<file path="config.mk">
export PLATFORM = sky130hd
export DESIGN_NAME = alu_arbiter
export DESIGN_NICKNAME = d
export VERILOG_FILES = /design/src/rtl/alu_pkg.sv /design/src/rtl/alu_arbiter_rr.sv /design/src/rtl/alu_arbiter.sv
export SDC_FILE = /design/constraint.sdc
export NUM_CORES = 1
export LEC_CHECK = 0
export ABC_AREA = 0
export CAP_MARGIN = 10
export CORE_AREA = 2 2 187 189
export DETAILED_ROUTE_END_ITERATION = 12
export DIE_AREA = 0 0 189 191
export SYNTH_ARGS = -nofsm -noshare
export SYNTH_HDL_FRONTEND = slang
export SYNTH_SLANG_ARGS = --single-unit
export TNS_END_PERCENT = 1
</file>
<file path="constraint.sdc">
create_clock -name clk -period 3.8 [get_ports clk]
set_input_delay 1.14 -clock clk [delete_from_list [all_inputs] [get_ports clk]]
set_output_delay 1.14 -clock clk [all_outputs]
set_load 0.02 [all_outputs]
</file>
<file path="src/rtl/alu_pkg.sv">
// -----------------------------------------------------------------------------
// alu_pkg
// Shared definitions for the ALU sharing logic: default operand/op widths,
// RISC-V style op field encodings, the arbiter FSM state type and a helper
// for building a packed 17-bit op {funct7, funct3, opcode}.
// No ports (package).
// -----------------------------------------------------------------------------
package alu_pkg;

  localparam int DATA_W_DEF = 32;
  localparam int OP_W_DEF   = 17;

  // opcode field
  localparam logic [6:0] OPC_OP = 7'b0110011;

  // funct3 field
  localparam logic [2:0] F3_ADD_SUB = 3'b000;
  localparam logic [2:0] F3_SLL     = 3'b001;
  localparam logic [2:0] F3_SLT     = 3'b010;
  localparam logic [2:0] F3_SLTU    = 3'b011;
  localparam logic [2:0] F3_XOR     = 3'b100;
  localparam logic [2:0] F3_SRL_SRA = 3'b101;
  localparam logic [2:0] F3_OR      = 3'b110;
  localparam logic [2:0] F3_AND     = 3'b111;

  // funct7 field; ALT selects SUB / SRA
  localparam logic [6:0] F7_BASE = 7'b0000000;
  localparam logic [6:0] F7_ALT  = 7'b0100000;

  typedef enum logic [1:0] {
    IDLE = 2'd0,
    EXEC = 2'd1,
    RESP = 2'd2
  } state_t;

  function automatic logic [OP_W_DEF-1:0] make_op(input logic [6:0] f7,
                                                  input logic [2:0] f3,
                                                  input logic [6:0] opc);
    return {f7, f3, opc};
  endfunction

endpackage

</file>
<file path="src/rtl/alu_arbiter_rr.sv">
// -----------------------------------------------------------------------------
// rr_arbiter
// Purely combinational round-robin picker. The search starts one position
// after last_grant and wraps, so the most recently served requester has the
// lowest priority.
// Ports:
//   req        in  NUM_REQ  request bits
//   last_grant in  IDX_W    index served most recently
//   grant      out NUM_REQ  one-hot grant (all zero when no request)
//   grant_idx  out IDX_W    index of the granted requester
//   any_req    out 1        at least one request bit set
// -----------------------------------------------------------------------------
module rr_arbiter #(
  parameter  int NUM_REQ = 4,
  localparam int IDX_W   = (NUM_REQ > 1) ? $clog2(NUM_REQ) : 1
) (
  input  logic [NUM_REQ-1:0] req,
  input  logic [IDX_W-1:0]   last_grant,
  output logic [NUM_REQ-1:0] grant,
  output logic [IDX_W-1:0]   grant_idx,
  output logic               any_req
);

  // cand_idx[k] is the requester examined at priority position k
  logic [IDX_W-1:0] cand_idx [NUM_REQ];
  logic             found;

  genvar gi;
  generate
    for (gi = 0; gi < NUM_REQ; gi++) begin : g_cand
      assign cand_idx[gi] =
        IDX_W'((32'(last_grant) + 32'(gi) + 32'd1) % 32'(NUM_REQ));
    end
  endgenerate

  always_comb begin
    found     = 1'b0;
    grant_idx = '0;
    for (int k = 0; k < NUM_REQ; k++) begin
      if (!found && req[cand_idx[k]]) begin
        found     = 1'b1;
        grant_idx = cand_idx[k];
      end
    end
    grant = found ? (NUM_REQ'(1) << grant_idx) : '0;
  end

  assign any_req = |req;

endmodule

</file>
<file path="src/rtl/alu_arbiter.sv">
// -----------------------------------------------------------------------------
// alu_arbiter
// Shares one external combinational ALU between NUM_REQ requesters.
// IDLE accepts one request (round robin), EXEC gives the ALU a full cycle on
// the registered operands, RESP presents the result to the granted requester
// until it accepts.
// Ports:
//   clk, rst                 clock, synchronous active-high reset
//   req_valid/req_ready      per-requester request handshake (ready one-hot)
//   req_a/req_b/req_op       packed per-requester payload, slot i at [i*W +: W]
//   rsp_valid/rsp_ready      per-requester response handshake (valid one-hot)
//   rsp_data                 shared registered result bus
//   alu_a/alu_b/alu_op       registered operands to the ALU
//   alu_out                  ALU result
//   busy                     high whenever not IDLE
// -----------------------------------------------------------------------------
module alu_arbiter
  import alu_pkg::*;
#(
  parameter  int NUM_REQ = 4,
  parameter  int DATA_W  = DATA_W_DEF,
  parameter  int OP_W    = OP_W_DEF,
  localparam int IDX_W   = (NUM_REQ > 1) ? $clog2(NUM_REQ) : 1
) (
  input  logic                      clk,
  input  logic                      rst,
  input  logic [NUM_REQ-1:0]        req_valid,
  output logic [NUM_REQ-1:0]        req_ready,
  input  logic [NUM_REQ*DATA_W-1:0] req_a,
  input  logic [NUM_REQ*DATA_W-1:0] req_b,
  input  logic [NUM_REQ*OP_W-1:0]   req_op,
  output logic [NUM_REQ-1:0]        rsp_valid,
  input  logic [NUM_REQ-1:0]        rsp_ready,
  output logic [DATA_W-1:0]         rsp_data,
  output logic [DATA_W-1:0]         alu_a,
  output logic [DATA_W-1:0]         alu_b,
  output logic [OP_W-1:0]           alu_op,
  input  logic [DATA_W-1:0]         alu_out,
  output logic                      busy
);

  localparam logic [IDX_W-1:0] LAST_IDX = IDX_W'(NUM_REQ - 1);

  state_t               state_reg;
  logic [IDX_W-1:0]     last_grant_reg;
  logic [IDX_W-1:0]     grant_idx_reg;
  logic [NUM_REQ-1:0]   rsp_valid_reg;
  logic                 busy_reg;
  logic [DATA_W-1:0]    rsp_data_reg;
  logic [DATA_W-1:0]    alu_a_reg;
  logic [DATA_W-1:0]    alu_b_reg;
  logic [OP_W-1:0]      alu_op_reg;

  logic [NUM_REQ-1:0]   arb_grant;
  logic [IDX_W-1:0]     arb_idx;
  logic                 arb_any;

  // Unpacked views of the packed request payloads
  logic [DATA_W-1:0]    a_slice  [NUM_REQ];
  logic [DATA_W-1:0]    b_slice  [NUM_REQ];
  logic [OP_W-1:0]      op_slice [NUM_REQ];

  genvar gi;
  generate
    for (gi = 0; gi < NUM_REQ; gi++) begin : g_slice
      assign a_slice[gi]  = req_a[gi*DATA_W +: DATA_W];
      assign b_slice[gi]  = req_b[gi*DATA_W +: DATA_W];
      assign op_slice[gi] = req_op[gi*OP_W +: OP_W];
    end
  endgenerate

  rr_arbiter #(.NUM_REQ(NUM_REQ)) u_rr (
    .req        (req_valid),
    .last_grant (last_grant_reg),
    .grant      (arb_grant),
    .grant_idx  (arb_idx),
    .any_req    (arb_any)
  );

  // Accept strobe is combinational in IDLE; masked during reset so a request
  // is never shown as accepted on an edge that will not capture it.
  assign req_ready = (state_reg == IDLE && !rst) ? arb_grant : '0;

  always_ff @(posedge clk) begin
    if (rst) begin
      state_reg      <= IDLE;
      last_grant_reg <= LAST_IDX;
      grant_idx_reg  <= '0;
      rsp_valid_reg  <= '0;
      busy_reg       <= 1'b0;
      rsp_data_reg   <= '0;
      alu_a_reg      <= '0;
      alu_b_reg      <= '0;
      alu_op_reg     <= '0;
    end else begin
      case (state_reg)
        IDLE: begin
          if (arb_any) begin
            alu_a_reg     <= a_slice[arb_idx];
            alu_b_reg     <= b_slice[arb_idx];
            alu_op_reg    <= op_slice[arb_idx];
            grant_idx_reg <= arb_idx;
            busy_reg      <= 1'b1;
            state_reg     <= EXEC;
          end
        end
        EXEC: begin
          rsp_data_reg  <= alu_out;
          rsp_valid_reg <= NUM_REQ'(1) << grant_idx_reg;
          state_reg     <= RESP;
        end
        RESP: begin
          // Only the granted requester's ready bit matters
          if (rsp_ready[grant_idx_reg]) begin
            last_grant_reg <= grant_idx_reg;
            rsp_valid_reg  <= '0;
            busy_reg       <= 1'b0;
            state_reg      <= IDLE;
          end
        end
        default: begin
          rsp_valid_reg <= '0;
          busy_reg      <= 1'b0;
          state_reg     <= IDLE;
        end
      endcase
    end
  end

  assign rsp_valid = rsp_valid_reg;
  assign busy      = busy_reg;
  assign rsp_data  = rsp_data_reg;
  assign alu_a     = alu_a_reg;
  assign alu_b     = alu_b_reg;
  assign alu_op    = alu_op_reg;

endmodule

</file>
==> reports/results.ini <==
[synthesis]
synth_area_per_cell_um2 = 9.576
yosys.area.top_type = dfxtp_1
synth.most_common_cell = dfxtp_1
synthTopCellsByCount = dfxtp_1 (124), a21oi_1 (119), nor2_1 (90)
synthTopCellsByArea = dfxtp_1 (34%), mux2_4 (16%), a21oi_1 (8.1%)
yosys_warnings = 0
synth_ff_type = dfxtp_1
synth.top_cell.area_share_pct = 33.89
async_flop_share_pct = 0
synth_edf_count = 0
seq_area_frac_synth_pct = 33.89
syn-instance-count = 765
syn_area_mm2 = 0.007326
syn_nets = 1131
ys_ff_latch = 124
synth.distinct_cells = 41

[routing]
wl_um = 31390
drtAntennaViolNets = 0
drt-wirelength-per-cell_um = 18.45
dr.pass1.iters = 4
dr_total_vias = 7763
drt_iter0_drc = 319
drc = 0
avgViaCountPerCell = 4.564

[place]
place_area_mm2 = 0.01270
place_congestion = 0.8145
place_inst = 1670
hpwl_um = 23910
io_buffers = 487

[global_route]
grt_first_pass_wirelength_um = 46800
grt_pass1_vias = 7908
grt_overflow = 0
antenna_found_initial = 0
grtUsageTotal_pct = 16.86
grt_max_degree = 56

[die]
die_x_um = 189
die_h_um = 191
start_util_pct = 21.47
core_area_mm2 = 0.03412
ios = 488
die_area_mm2 = 0.03610
row_count = 68

[final_layout]
antenna_cells = 0
fin_nets = 1600
drive_above_1_share_pct = 20.39
area_growth_syn_to_layout_pct = 81.38
design_area_mm2 = 0.01329
stdcell_count = 1701

[clock_network]
cts_sinks = 124
cts_made_buffers = 17
clkTransAtPathRegs_ps = 60
cts_tree = built
cts_root_buf = clkbuf_16
h-tree-depth = 4
postCtsSetupBuffers = 0
clkLatencyLatePin_ps = 430
clk_path_buf_depth = 2

[timing]
final-setup-viol-count = 0
worst_slew_pin_slew_ps = 811.7
rsz0062_at_grt = no
hold_violations = 0
finalClockSkew_ps = 12.13
maxSlewViolCount = 0
slew_headroom_pct = 45.88
finalCritPeriodShare_pct = 98.89
fmax_mhz = 266.1
post-route-min-period_ps = 3758

[flow_run]
drv_cap = 0

[critical_path]
crit_arrival_ps = 2620
reg2reg_from = last_grant_reg[1]$_SDFFE_PP1P_
cp_max_fo = 7
end_kind = output port
start_kind = primary input
ff2ff_path_depth = 6
critPathKind = primary input to output port
crit_required_ps = 2660
r2r_setup_slack_ps = 1150
r2r_end = alu_op[1]$_SDFFE_PP0P_

[run_status]
outcome = complete, no violations

[pwr]
power.density_cell_area_mw_per_mm2 = 394.1
total_power_mw = 5.237
ir_worst_vdd_v = 0.0002948
power_leakage_nw = 4.900

[hold_path]
holdPathEnd = rsp_data[5]$_SDFFE_PP0P_
hold_start = rsp_data[5]$_SDFFE_PP0P_
min_path_type = register to register
holdPathStages = 2

cell families (layout without fill, tap and decap cells):
family / after synthesis / in the layout / share of synthesized area (%)
flip-flops: 124 / 124 / 33.89
buffers and inverters: 79 / 560 / 6.627
AO/OA/AOI/OAI: 303 / 303 / 32.95
AND/OR/NAND/NOR: 177 / 177 / 9.736
multiplexers: 82 / 82 / 16.81
worst max-delay path, stage by stage:
cell and delay [ps]:
clkdlybuf4s50_1 480, buf_4 200, nor3_2 200, a21oi_2 60
a21boi_4 140, and2_1 140, clkdlybuf4s15_2 260
report_power, final:
group	internal, mW	total (mW)	switching [mW]
Combinational	1.06	2.01	0.958
Clock	0.986	1.65	0.661
Sequential	1.47	1.58	0.104
Total	3.51	5.24	1.72
timing repair:
action	4_1_cts	5_1_grt
pin swaps	0	1
hold buffers	0	0
gates resized for setup	18	4
setup endpoints to repair	4	4
area by class of cell:
| type | count | area, um2 |
|---|---|---|
| clock buffer | 19 | 442.9 |
| clock inverter | 12 | 138.9 |
| fill | 3375 | 20830 |
| inverter | 3 | 11.26 |
| multi-input combinational | 562 | 4410 |
| sequential | 124 | 2482 |
| tap | 455 | 569.3 |
| timing repair buffer | 526 | 5233 |
stage by stage:
stage          setup TNS [ps]  setup WS, ps  util (%)  hold slack (ps)
4_1_cts                     0         12.80     38.92            454.7
2_1_floorplan               0         237.0         -            467.6
5_1_grt                     0         4.137     38.95            474.6
6_report                    0         42.25     38.95            451.0
3_5_place_dp            -1461        -426.6     37.24            446.7
3_3_place_gp            -1453        -410.8     37.19            440.2
layout by cell type (no fill, tap or decap), types with 2 or more instances in the layout:
cell type        count
a211o_1              2
a211oi_1            43
a211oi_2            40
a211oi_4             2
a21oi_1            118
a21oi_2              2
a22o_1               3
a22oi_1             39
a22oi_2             43
buf_12               6
buf_2                3
buf_4               33
bufinv_16            2
clkbuf_16           17
clkdlybuf4s50_1    481
clkinvlp_4           4
dfxtp_1            124
inv_1                3
inv_6                4
mux2_2               2
mux2_4              79
nand2_1             69
nand2b_1             3
nor2_1              89
nor2_4               2
nor3_1               3
o21ai_0              4
worst max-delay path by stage:
stage	slack [ps]	depth (start not counted)	from	to
6_report	40	7	req_valid[1]	req_ready[3]
4_1_cts	10	6	req_valid[1]	req_ready[3]
2_1_floorplan	240	4	req_valid[1]	req_ready[1]
5_1_grt	4	6	req_valid[1]	req_ready[3]
3_5_place_dp	-430	6	req_valid[1]	req_ready[2]
3_3_place_gp	-410	6	req_valid[1]	req_ready[2]
per-layer routing:
layer	GRT usage, %	wire [um]	vias to the layer above
met5	0	0	-
met4	5.469	701	0
met3	4.223	1808	39
met2	29.21	15500	291
met1	20.38	13380	3676
li1	-	-	3757
Note: power is estimated with default switching activity, not from simulation.
